$ cat config.mk
export PLATFORM = sky130hd
export DESIGN_NAME = ecc_scrub_ctrl
export DESIGN_NICKNAME = d
export VERILOG_FILES = /design/src/rtl/ecc_scrub_ctrl.sv
export SDC_FILE = /design/constraint.sdc
export NUM_CORES = 1
export LEC_CHECK = 0
export CAP_MARGIN = 10
export CORE_MARGIN = 2
export CORE_UTILIZATION = 53
export CTS_CLUSTER_DIAMETER = 100
export DETAILED_ROUTE_END_ITERATION = 8
export PLACE_DENSITY = 0.8
export SKIP_LAST_GASP = 1
export SYNTH_ARGS = -nofsm -noshare
export SYNTH_HDL_FRONTEND = slang
export SYNTH_SLANG_ARGS = --single-unit
$ cat constraint.sdc
create_clock -name Clk -period 2.3 [get_ports Clk]
set_input_delay 0.23 -clock Clk [delete_from_list [all_inputs] [get_ports Clk]]
set_output_delay 0.23 -clock Clk [all_outputs]
set_load 0.02 [all_outputs]
$ cat src/rtl/ecc_scrub_ctrl.sv
// ecc_scrub_ctrl: walks NUM_BLOCKS 16-bit SECDED codewords in a shared byte
// memory, decodes each one and writes back {flags, 3'b000, data[10:0]}.
// Optional build macro ECC_SCRUB_STATS_EN enables the single/double error
// counters; without it sgl_cnt/dbl_cnt are tied to zero.
module ecc_scrub_ctrl #(
    parameter int NUM_BLOCKS = 15,
    parameter int SRC_BASE   = 30,
    parameter int DST_BASE   = 0
) (
    input  logic       Clk,
    input  logic       Reset,
    input  logic       Start,
    output logic       Busy,
    output logic       Done,
    output logic       mem_req,
    input  logic       mem_gnt,
    output logic [7:0] mem_addr,
    output logic       mem_we,
    output logic [7:0] mem_wdata,
    input  logic [7:0] mem_rdata,
    output logic [3:0] sgl_cnt,
    output logic [3:0] dbl_cnt
);

    localparam logic [2:0] IDLE   = 3'd0;
    localparam logic [2:0] RD_LO  = 3'd1;
    localparam logic [2:0] RD_HI  = 3'd2;
    localparam logic [2:0] DECODE = 3'd3;
    localparam logic [2:0] WR_LO  = 3'd4;
    localparam logic [2:0] WR_HI  = 3'd5;
    localparam logic [2:0] DONE   = 3'd6;

    localparam logic [7:0] SRC_B    = 8'(SRC_BASE);
    localparam logic [7:0] DST_B    = 8'(DST_BASE);
    localparam logic [7:0] LAST_IDX = 8'(NUM_BLOCKS - 1);

    logic [2:0]  state;
    logic [7:0]  idx;
    logic        lo_pend;
    logic        done_q;
    logic [7:0]  lo_byte;
    logic [15:0] result;
    logic [15:0] dec_word;
    logic [7:0]  src_lo;
    logic [7:0]  dst_lo;

    // Hamming(15,11) plus overall parity. Syndrome bits come from the usual
    // position masks; a set overall parity means a single flip at position
    // syn (syn==0 is p0 itself), otherwise a non-zero syndrome is a double.
    function automatic logic [15:0] ecc_decode(input logic [15:0] cw);
        logic [3:0]  syn;
        logic        par;
        logic [15:0] fixed;
        logic [1:0]  flags;
        syn[0] = ^(cw & 16'hAAAA);
        syn[1] = ^(cw & 16'hCCCC);
        syn[2] = ^(cw & 16'hF0F0);
        syn[3] = ^(cw & 16'hFF00);
        par    = ^cw;
        fixed  = cw;
        flags  = 2'b00;
        if (par) begin
            fixed = cw ^ (16'd1 << syn);
            flags = 2'b01;
        end else if (syn != 4'd0) begin
            flags = 2'b10;
        end
        return {flags, 3'b000, fixed[15:9], fixed[7:5], fixed[3]};
    endfunction

    assign dec_word = ecc_decode({mem_rdata, lo_byte});
    assign src_lo   = SRC_B + (idx << 1);
    assign dst_lo   = DST_B + (idx << 1);

    // Control FSM: block sequencing, read-data-valid tracking, done pulse
    always_ff @(posedge Clk or negedge Reset) begin
        if (!Reset) begin
            state   <= IDLE;
            idx     <= 8'd0;
            lo_pend <= 1'b0;
            done_q  <= 1'b0;
        end else begin
            lo_pend <= (state == RD_LO) && mem_gnt;
            done_q  <= (state == DONE);
            case (state)
                IDLE: begin
                    if (Start) begin
                        state <= RD_LO;
                        idx   <= 8'd0;
                    end
                end
                RD_LO:  if (mem_gnt) state <= RD_HI;
                RD_HI:  if (mem_gnt) state <= DECODE;
                DECODE: state <= WR_LO;
                WR_LO:  if (mem_gnt) state <= WR_HI;
                WR_HI: begin
                    if (mem_gnt) begin
                        if (idx < LAST_IDX) begin
                            idx   <= idx + 8'd1;
                            state <= RD_LO;
                        end else begin
                            state <= DONE;
                        end
                    end
                end
                DONE:    state <= IDLE;
                default: state <= IDLE;
            endcase
        end
    end

    // Datapath capture: low byte on the first RD_HI cycle, result in DECODE
    always_ff @(posedge Clk) begin
        if ((state == RD_HI) && lo_pend) lo_byte <= mem_rdata;
        if (state == DECODE)             result  <= dec_word;
    end

`ifdef ECC_SCRUB_STATS_EN
    // Saturating error statistics, cleared when a run is accepted
    always_ff @(posedge Clk or negedge Reset) begin
        if (!Reset) begin
            sgl_cnt <= 4'd0;
            dbl_cnt <= 4'd0;
        end else if ((state == IDLE) && Start) begin
            sgl_cnt <= 4'd0;
            dbl_cnt <= 4'd0;
        end else if (state == DECODE) begin
            if ((dec_word[15:14] == 2'b01) && (sgl_cnt != 4'd15)) sgl_cnt <= sgl_cnt + 4'd1;
            if ((dec_word[15:14] == 2'b10) && (dbl_cnt != 4'd15)) dbl_cnt <= dbl_cnt + 4'd1;
        end
    end
`else
    assign sgl_cnt = 4'd0;
    assign dbl_cnt = 4'd0;
`endif

    // Memory port and status outputs decoded from the current state
    always_comb begin
        Busy      = (state != IDLE) && (state != DONE);
        Done      = done_q;
        mem_req   = 1'b0;
        mem_we    = 1'b0;
        mem_addr  = 8'd0;
        mem_wdata = 8'd0;
        case (state)
            RD_LO: begin
                mem_req  = 1'b1;
                mem_addr = src_lo;
            end
            RD_HI: begin
                mem_req  = 1'b1;
                mem_addr = src_lo + 8'd1;
            end
            WR_LO: begin
                mem_req   = 1'b1;
                mem_we    = 1'b1;
                mem_addr  = dst_lo;
                mem_wdata = result[7:0];
            end
            WR_HI: begin
                mem_req   = 1'b1;
                mem_we    = 1'b1;
                mem_addr  = dst_lo + 8'd1;
                mem_wdata = result[15:8];
            end
            default: ;
        endcase
    end

endmodule

==> results of run 1 <==
cell families after synthesis:
group | share of synthesized area, %
AO/OA/AOI/OAI | 10.89
multiplexers | 2.722
XOR/XNOR | 19.78
flip-flops | 42.44
other | 0.1665
adder cells (fa/ha/maj) | 1.111
buffers and inverters | 4.333
AND/OR/NAND/NOR | 18.56
placed cells by master (no fill, tap or decap), types with 2 or more instances in the layout:
cell / synthesis / final
xnor2_1: 30 / 29
buf_4: 8 / 23
clkdlybuf4s50_1: 0 / 21
edfxtp_1: 21 / 21
nor2_1: 18 / 18
dfrtp_1: 13 / 12
o21ai_0: 12 / 12
o211ai_1: 11 / 11
nand2_1: 10 / 10
conb_1: 1 / 8
nand4_1: 6 / 6
nor4_1: 6 / 6
xor2_1: 6 / 6
dlygate4sd2_1: 0 / 6
inv_1: 5 / 5
mux2i_1: 5 / 5
nor3b_1: 5 / 5
xor2_2: 5 / 5
nor4_2: 5 / 5
nand3_1: 5 / 5
clkbuf_8: 0 / 5
o22ai_1: 4 / 4
xnor2_2: 3 / 4
dlymetal6s2s_1: 0 / 4
nand2b_1: 3 / 3
nor2b_1: 3 / 3
a21oi_1: 3 / 3
clkbuf_1: 4 / 3
a31oi_1: 2 / 2
a22o_1: 2 / 2
nor3_1: 2 / 2
ha_1: 2 / 2
worst reg2reg max path: stages (launching register included):
cell,delay (ns)
edfxtp_1,0.48
xor2_1,0.25
xnor2_1,0.63
nor4_2,0.12
o211ai_1,0.28
xnor2_1,0.11
report_power, final:
group	switching (W)	total, W	internal, W
Clock	0.000194	0.000409	0.000215
Combinational	0.000827	0.00142	0.000597
Sequential	0.0000622	0.000826	0.000764
per-stage QoR:
step                instance area (sq um)  util, %  cells
floorplan                            2278        -    219
global placement                     2745    67.65    310
detailed placement                   2745    67.65    310
CTS                                  2819    69.47    318
global route                         2838    69.94    318
finish                               2838    69.94    318
how the worst max path moves through the flow:
| stage | cells after the start | to | from | slack, ns |
|---|---|---|---|---|
| 2_1_floorplan | 5 | result[4]$_DFFE_PP_ | lo_byte[3]$_DFFE_PP_ | 0.40 |
| 6_report | 4 | mem_wdata[4] | state[1]$_DFFE_PN0P_ | 0.12 |
| 3_5_place_dp | 7 | result[9]$_DFFE_PP_ | mem_rdata[3] | -0.1 |
| 3_3_place_gp | 7 | result[8]$_DFFE_PP_ | mem_rdata[3] | -0.02 |
| 5_1_grt | 5 | mem_wdata[2] | state[1]$_DFFE_PN0P_ | 0.0008 |
| 4_1_cts | 5 | mem_wdata[5] | state[1]$_DFFE_PN0P_ | 0.01 |
routing by layer:
layer	GRT usage (%)	routed length [um]	vias up
met3	4.360	243	6
met1	24.81	1959	840
met4	6.100	60	0
met5	0	0	-
met2	35.79	2411	69
li1	-	-	862
final cells by class:
type,count,area (sq um)
well taps,50,62.56
fillers,316,1220
inverters,5,18.77
multi-input cells,167,1234
clock buffers,8,80.08
repair buffers,54,485.5
flip-flops and latches,34,957.2
registers in the layout (all words and copies together), names as in the netlist:
| signal | cells |
|---|---|
| lo_pend | 1 |
| idx | 8 |
| state | 3 |
| Done | 1 |
| lo_byte | 8 |
| result | 13 |
timing repair:
| action | 4_1_cts | 5_1_grt |
|---|---|---|
| endpoints found under the hold margin | 0 | 0 |
| setup endpoints to repair | 6 | 6 |
| gates resized for setup | 7 | 6 |
==> impl_metrics.py, run 1 <==
metrics = {
    "worst_setup_path": {
        "crit_chain": "buf_4 > nand2b_1 > nor3b_1 > clkdlybuf4s50_1",
        "cp.arrival_ns": 1.95,
        "worstSetupEndpointType": "output port",
        "r2r-end": "result[5]$_DFFE_PP_",
        "cp-start-kind": "register",
        "cp.required_ns": 2.07,
        "r2r_cells": 5,
        "critical_path_class": "reg2out",
        "reg2reg_setup_slack_ns": 0.18,
        "critPathBufInv": 2,
        "r2r-start": "lo_byte[6]$_DFFE_PP_",
        "cp_max_fo": 7,
        "cp_slowest_stage_delay_ns": 0.65,
        "crit_slowest_cell": "clkdlybuf4s50_1",
        "critPathTopFamily": "buffers and inverters",
    },
    "timing": {
        "worst_slack_ns": 0.1184,
        "rsz0062_at_grt": "false",
        "finalHoldViolCount": 0,
        "max_freq_ghz": 0.4584,
        "slew_headroom_pct": 51.46,
        "skew_ns": 0.01034,
        "period_needed_ns": 2.182,
        "fin_hold_ws_ns": 0.3392,
        "tightest_slew_ns": 0.7229,
        "setup_violations": 0,
        "final.setup.tns_ns": 0,
        "report.final.slew_viol_count": 0,
        "period_share_pct": 94.85,
    },
    "clocking": {
        "cts_tree": "yes",
        "post_cts_buffers": 0,
        "clk_pin_slew_ns": 0.07,
        "clk_path_buf_depth": 2,
        "htree_levels": 2,
        "clock_sinks": 34,
        "cts_hold_buf": 0,
        "cts_root_buffer": "clkbuf_8",
        "cts_buffers": 5,
        "clock_latency_ns": 0.28,
    },
    "yosys": {
        "synth_edf_count": 21,
        "syn_area_sq_um": 2252,
        "yosysTopAreaCell": "edfxtp_1",
        "synth_warnings": 0,
        "syn_area_per_cell_sq_um": 10.62,
        "synth_top_area_share_pct": 28.00,
        "synth_ff_type": "edfxtp_1",
        "yosysSeqAreaShare_pct": 42.44,
        "ys_ff_latch": 34,
        "synth_cell_types": 39,
        "yosysMostFrequentCell": "xnor2_1",
        "synth_cells": 212,
        "ys_top_cells_by_count": "30 x xnor2_1, 21 x edfxtp_1, 18 x nor2_1",
        "synthArstFlopShare_pct": 38.24,
        "synth.area.top_cells": "edfxtp_1 28%, dfrtp_1 14%, xnor2_1 12%",
    },
    "global_route": {
        "grt_pass1_vias": 1664,
        "overflow": 0,
        "grt_usage_pct": 20.28,
        "grt_pass1_wl_mm": 7.714,
        "grt_max_degree": 15,
        "antenna_found_initial": 0,
    },
    "die": {
        "die_area_sq_um": 4787,
        "core_area_sq_um": 4058,
        "rows": 23,
        "io_pins": 40,
        "initial_utilization_pct": 55.50,
        "die_y_um": 69.19,
        "die_x_um": 69.19,
    },
    "pwr": {
        "peakVddDrop_mv": 0.5329,
        "power_density_nw_per_um2": 936.8,
        "power_w": 0.002658,
        "p_leak_nw": 1.125,
    },
    "drt": {
        "drtIter0Drc": 83,
        "drcViolationCount": 0,
        "wl_per_cell_um": 14.70,
        "vias_per_cell": 5.588,
        "drt_pass1_iterations": 4,
        "wl_mm": 4.675,
        "via_count": 1777,
        "ant_nets": 0,
    },
    "placement": {
        "io_buffer_count": 31,
        "place_hpwl_mm": 3.705,
        "gp_congestion": 0.8608,
        "place_worst_setup_slack_ns": -0.09832,
    },
    "cells_and_area": {
        "fin_nets": 281,
        "antenna_cells": 0,
        "final_layout_size_suffix_gt1_share_pct": 17.91,
        "area_growth_pct": 26.00,
    },
    "min_path": {
        "hold_path_class": "in2async",
    },
    "run_status": {
        "status": "completed",
    },
    "run": {
        "max_cap_viol_count": 0,
    },
}
No activity file was read; power rests on OpenSTA's default activity.
==> run 2, diff against run 1 <==
--- a/config.mk
+++ b/config.mk
@@ -6,11 +6,11 @@
 export NUM_CORES = 1
 export LEC_CHECK = 0
 export CAP_MARGIN = 10
-export CORE_MARGIN = 2
-export CORE_UTILIZATION = 53
+export CORE_MARGIN = 1.5
+export CORE_UTILIZATION = 45
 export CTS_CLUSTER_DIAMETER = 100
 export DETAILED_ROUTE_END_ITERATION = 8
-export PLACE_DENSITY = 0.8
+export PLACE_DENSITY = 0.7
 export SKIP_LAST_GASP = 1
 export SYNTH_ARGS = -nofsm -noshare
 export SYNTH_HDL_FRONTEND = slang
==> impl_metrics.py, run 2 (synthesis gave the netlist of run 1 again) <==
metrics = {
    "cells_and_area": {
        "final_layout_size_suffix_gt1_share_pct": 19.48,
        "final_cell_mix": "28 x xnor2_1, 22 x buf_4, 21 x clkdlybuf4s50_1, 21 x edfxtp_1, 18 x nor2_1",
        "multi_input_area_sq_um": 1245,
        "layout_commonest_cell": "xnor2_1",
        "post-route-cell-area_sq_um": 2890,
        "largest_register_ffs": 13,
        "top_regs": "result: 13 flops, idx: 8 flops, lo_byte: 8 flops",
        "fin_nets": 280,
        "area_growth_pct": 28.33,
        "antenna_cells": 0,
        "num-fill-cells": 423,
        "seq_area_sq_um": 957.2,
        "top_register": "result",
    },
    "drt": {
        "drcViolationCount": 0,
        "wl_per_cell_um": 14.02,
        "drt_pass1_iterations": 4,
        "vias_per_cell": 5.201,
        "ant_nets": 0,
        "wl_mm": 4.684,
        "via_count": 1737,
        "drtIter0Drc": 87,
    },
    "timing": {
        "final.setup.tns_ns": 0,
        "report.final.slew_viol_count": 0,
        "fin_hold_ws_ns": 0.3230,
        "skew_ns": 0.01020,
        "slew_headroom_pct": 52.40,
        "setup_violations": 0,
        "worst_slack_ns": 0.08781,
        "period_share_pct": 96.18,
        "finalHoldViolCount": 0,
        "max_freq_ghz": 0.4520,
        "period_needed_ns": 2.212,
        "tightest_slew_ns": 0.7089,
    },
    "clocking": {
        "clock_sinks": 34,
        "cts_root_buffer": "clkbuf_8",
        "cts_buffers": 5,
        "clk_pin_slew_ns": 0.07,
        "htree_levels": 2,
        "clk_path_buf_depth": 2,
        "cts_tree": "yes",
        "cts_hold_buf": 0,
        "clock_latency_ns": 0.29,
    },
    "global_route": {
        "grt_usage_pct": 18.57,
        "grt_max_degree": 15,
        "overflow": 0,
        "grt_pass1_wl_mm": 7.479,
        "grt_pass1_vias": 1601,
        "antenna_found_initial": 0,
    },
    "placement": {
        "io_buffer_count": 31,
        "place_hpwl_mm": 3.432,
        "place_worst_setup_slack_ns": -0.06961,
        "gp_congestion": 0.8767,
        "place_area_sq_um": 2751,
    },
    "run": {
        "max_cap_viol_count": 0,
    },
    "die": {
        "rows": 25,
        "initial_utilization_pct": 47.06,
        "die_y_um": 73.75,
        "die_x_um": 73.75,
        "io_pins": 40,
        "core_area_sq_um": 4786,
        "die_area_sq_um": 5438,
    },
    "min_path": {
        "hold_path_class": "in2async",
    },
    "worst_setup_path": {
        "cp.required_ns": 2.33,
        "critical_path_class": "reg2reg",
        "cp-start-kind": "register",
        "worstSetupEndpointType": "register",
        "cp_max_fo": 6,
        "cp.arrival_ns": 2.24,
        "reg2reg_setup_slack_ns": 0.09,
    },
    "pwr": {
        "power_w": 0.002739,
        "power_density_nw_per_um2": 947.8,
        "p_leak_nw": 1.168,
        "peakVddDrop_mv": 0.4898,
    },
    "run_status": {
        "status": "completed",
    },
}
## run 2: layer usage
metal	GRT usage [%]	part of all wire, %
met3	4.390	5.2
met2	27.63	45
met1	25.37	47
met4	9.053	2.7
met5	0	0
## run 2: stage by stage
step,utilization (%),cells
after floorplan,-,219
after global placement,57.49,325
after detailed placement,57.49,325
after CTS,59.63,333
after global routing,60.39,334
final,60.39,334
## run 2: worst paths after layout
kind | end | from | cells after the start
setup / recovery | result[3]$_DFFE_PP_ | lo_byte[7]$_DFFE_PP_ | 6
hold / removal | state[2]$_DFFE_PN0P_ | Reset | 1
setup reg to reg | result[3]$_DFFE_PP_ | lo_byte[7]$_DFFE_PP_ | 6
hold reg to reg | idx[7]$_DFFE_PN0P_ | idx[7]$_DFFE_PN0P_ | 2
max in group asynchronous | idx[0]$_DFFE_PN0P_ | Reset | 1
min in group Clk | idx[7]$_DFFE_PN0P_ | idx[7]$_DFFE_PN0P_ | 2
## run 2: worst max-delay path, stage by stage (launching register included)
cell and delay (ns):
edfxtp_1 0.50, xor2_1 0.42, xnor2_2 0.25, nor4_2 0.32
buf_4 0.17, o211ai_1 0.11, xnor2_1 0.16
## run 2: final cells by class
cell class,count,area share (%)
clock buffers,6,3.247
clock inverters,2,0.3463
inverters,5,0.6494
multi-input cells,167,43.07
flip-flops and latches,34,33.12
well taps,67,2.900
repair buffers,53,16.67
## run 2: repair_timing
action / 4_1_cts / 5_1_grt
pin swaps: 0 / 1
gates resized for setup: 7 / 8
hold endpoints to repair: 0 / 0
buffers inserted: 0 / 1
endpoints found under the setup margin: 5 / 10
gates cloned: 0 / 0
## run 2: where the power goes
part	internal (W)	total [W]	switching (W)
Sequential	0.000763	0.000820	0.0000565
Combinational	0.000595	0.00143	0.000831
Clock	0.000275	0.000494	0.000219
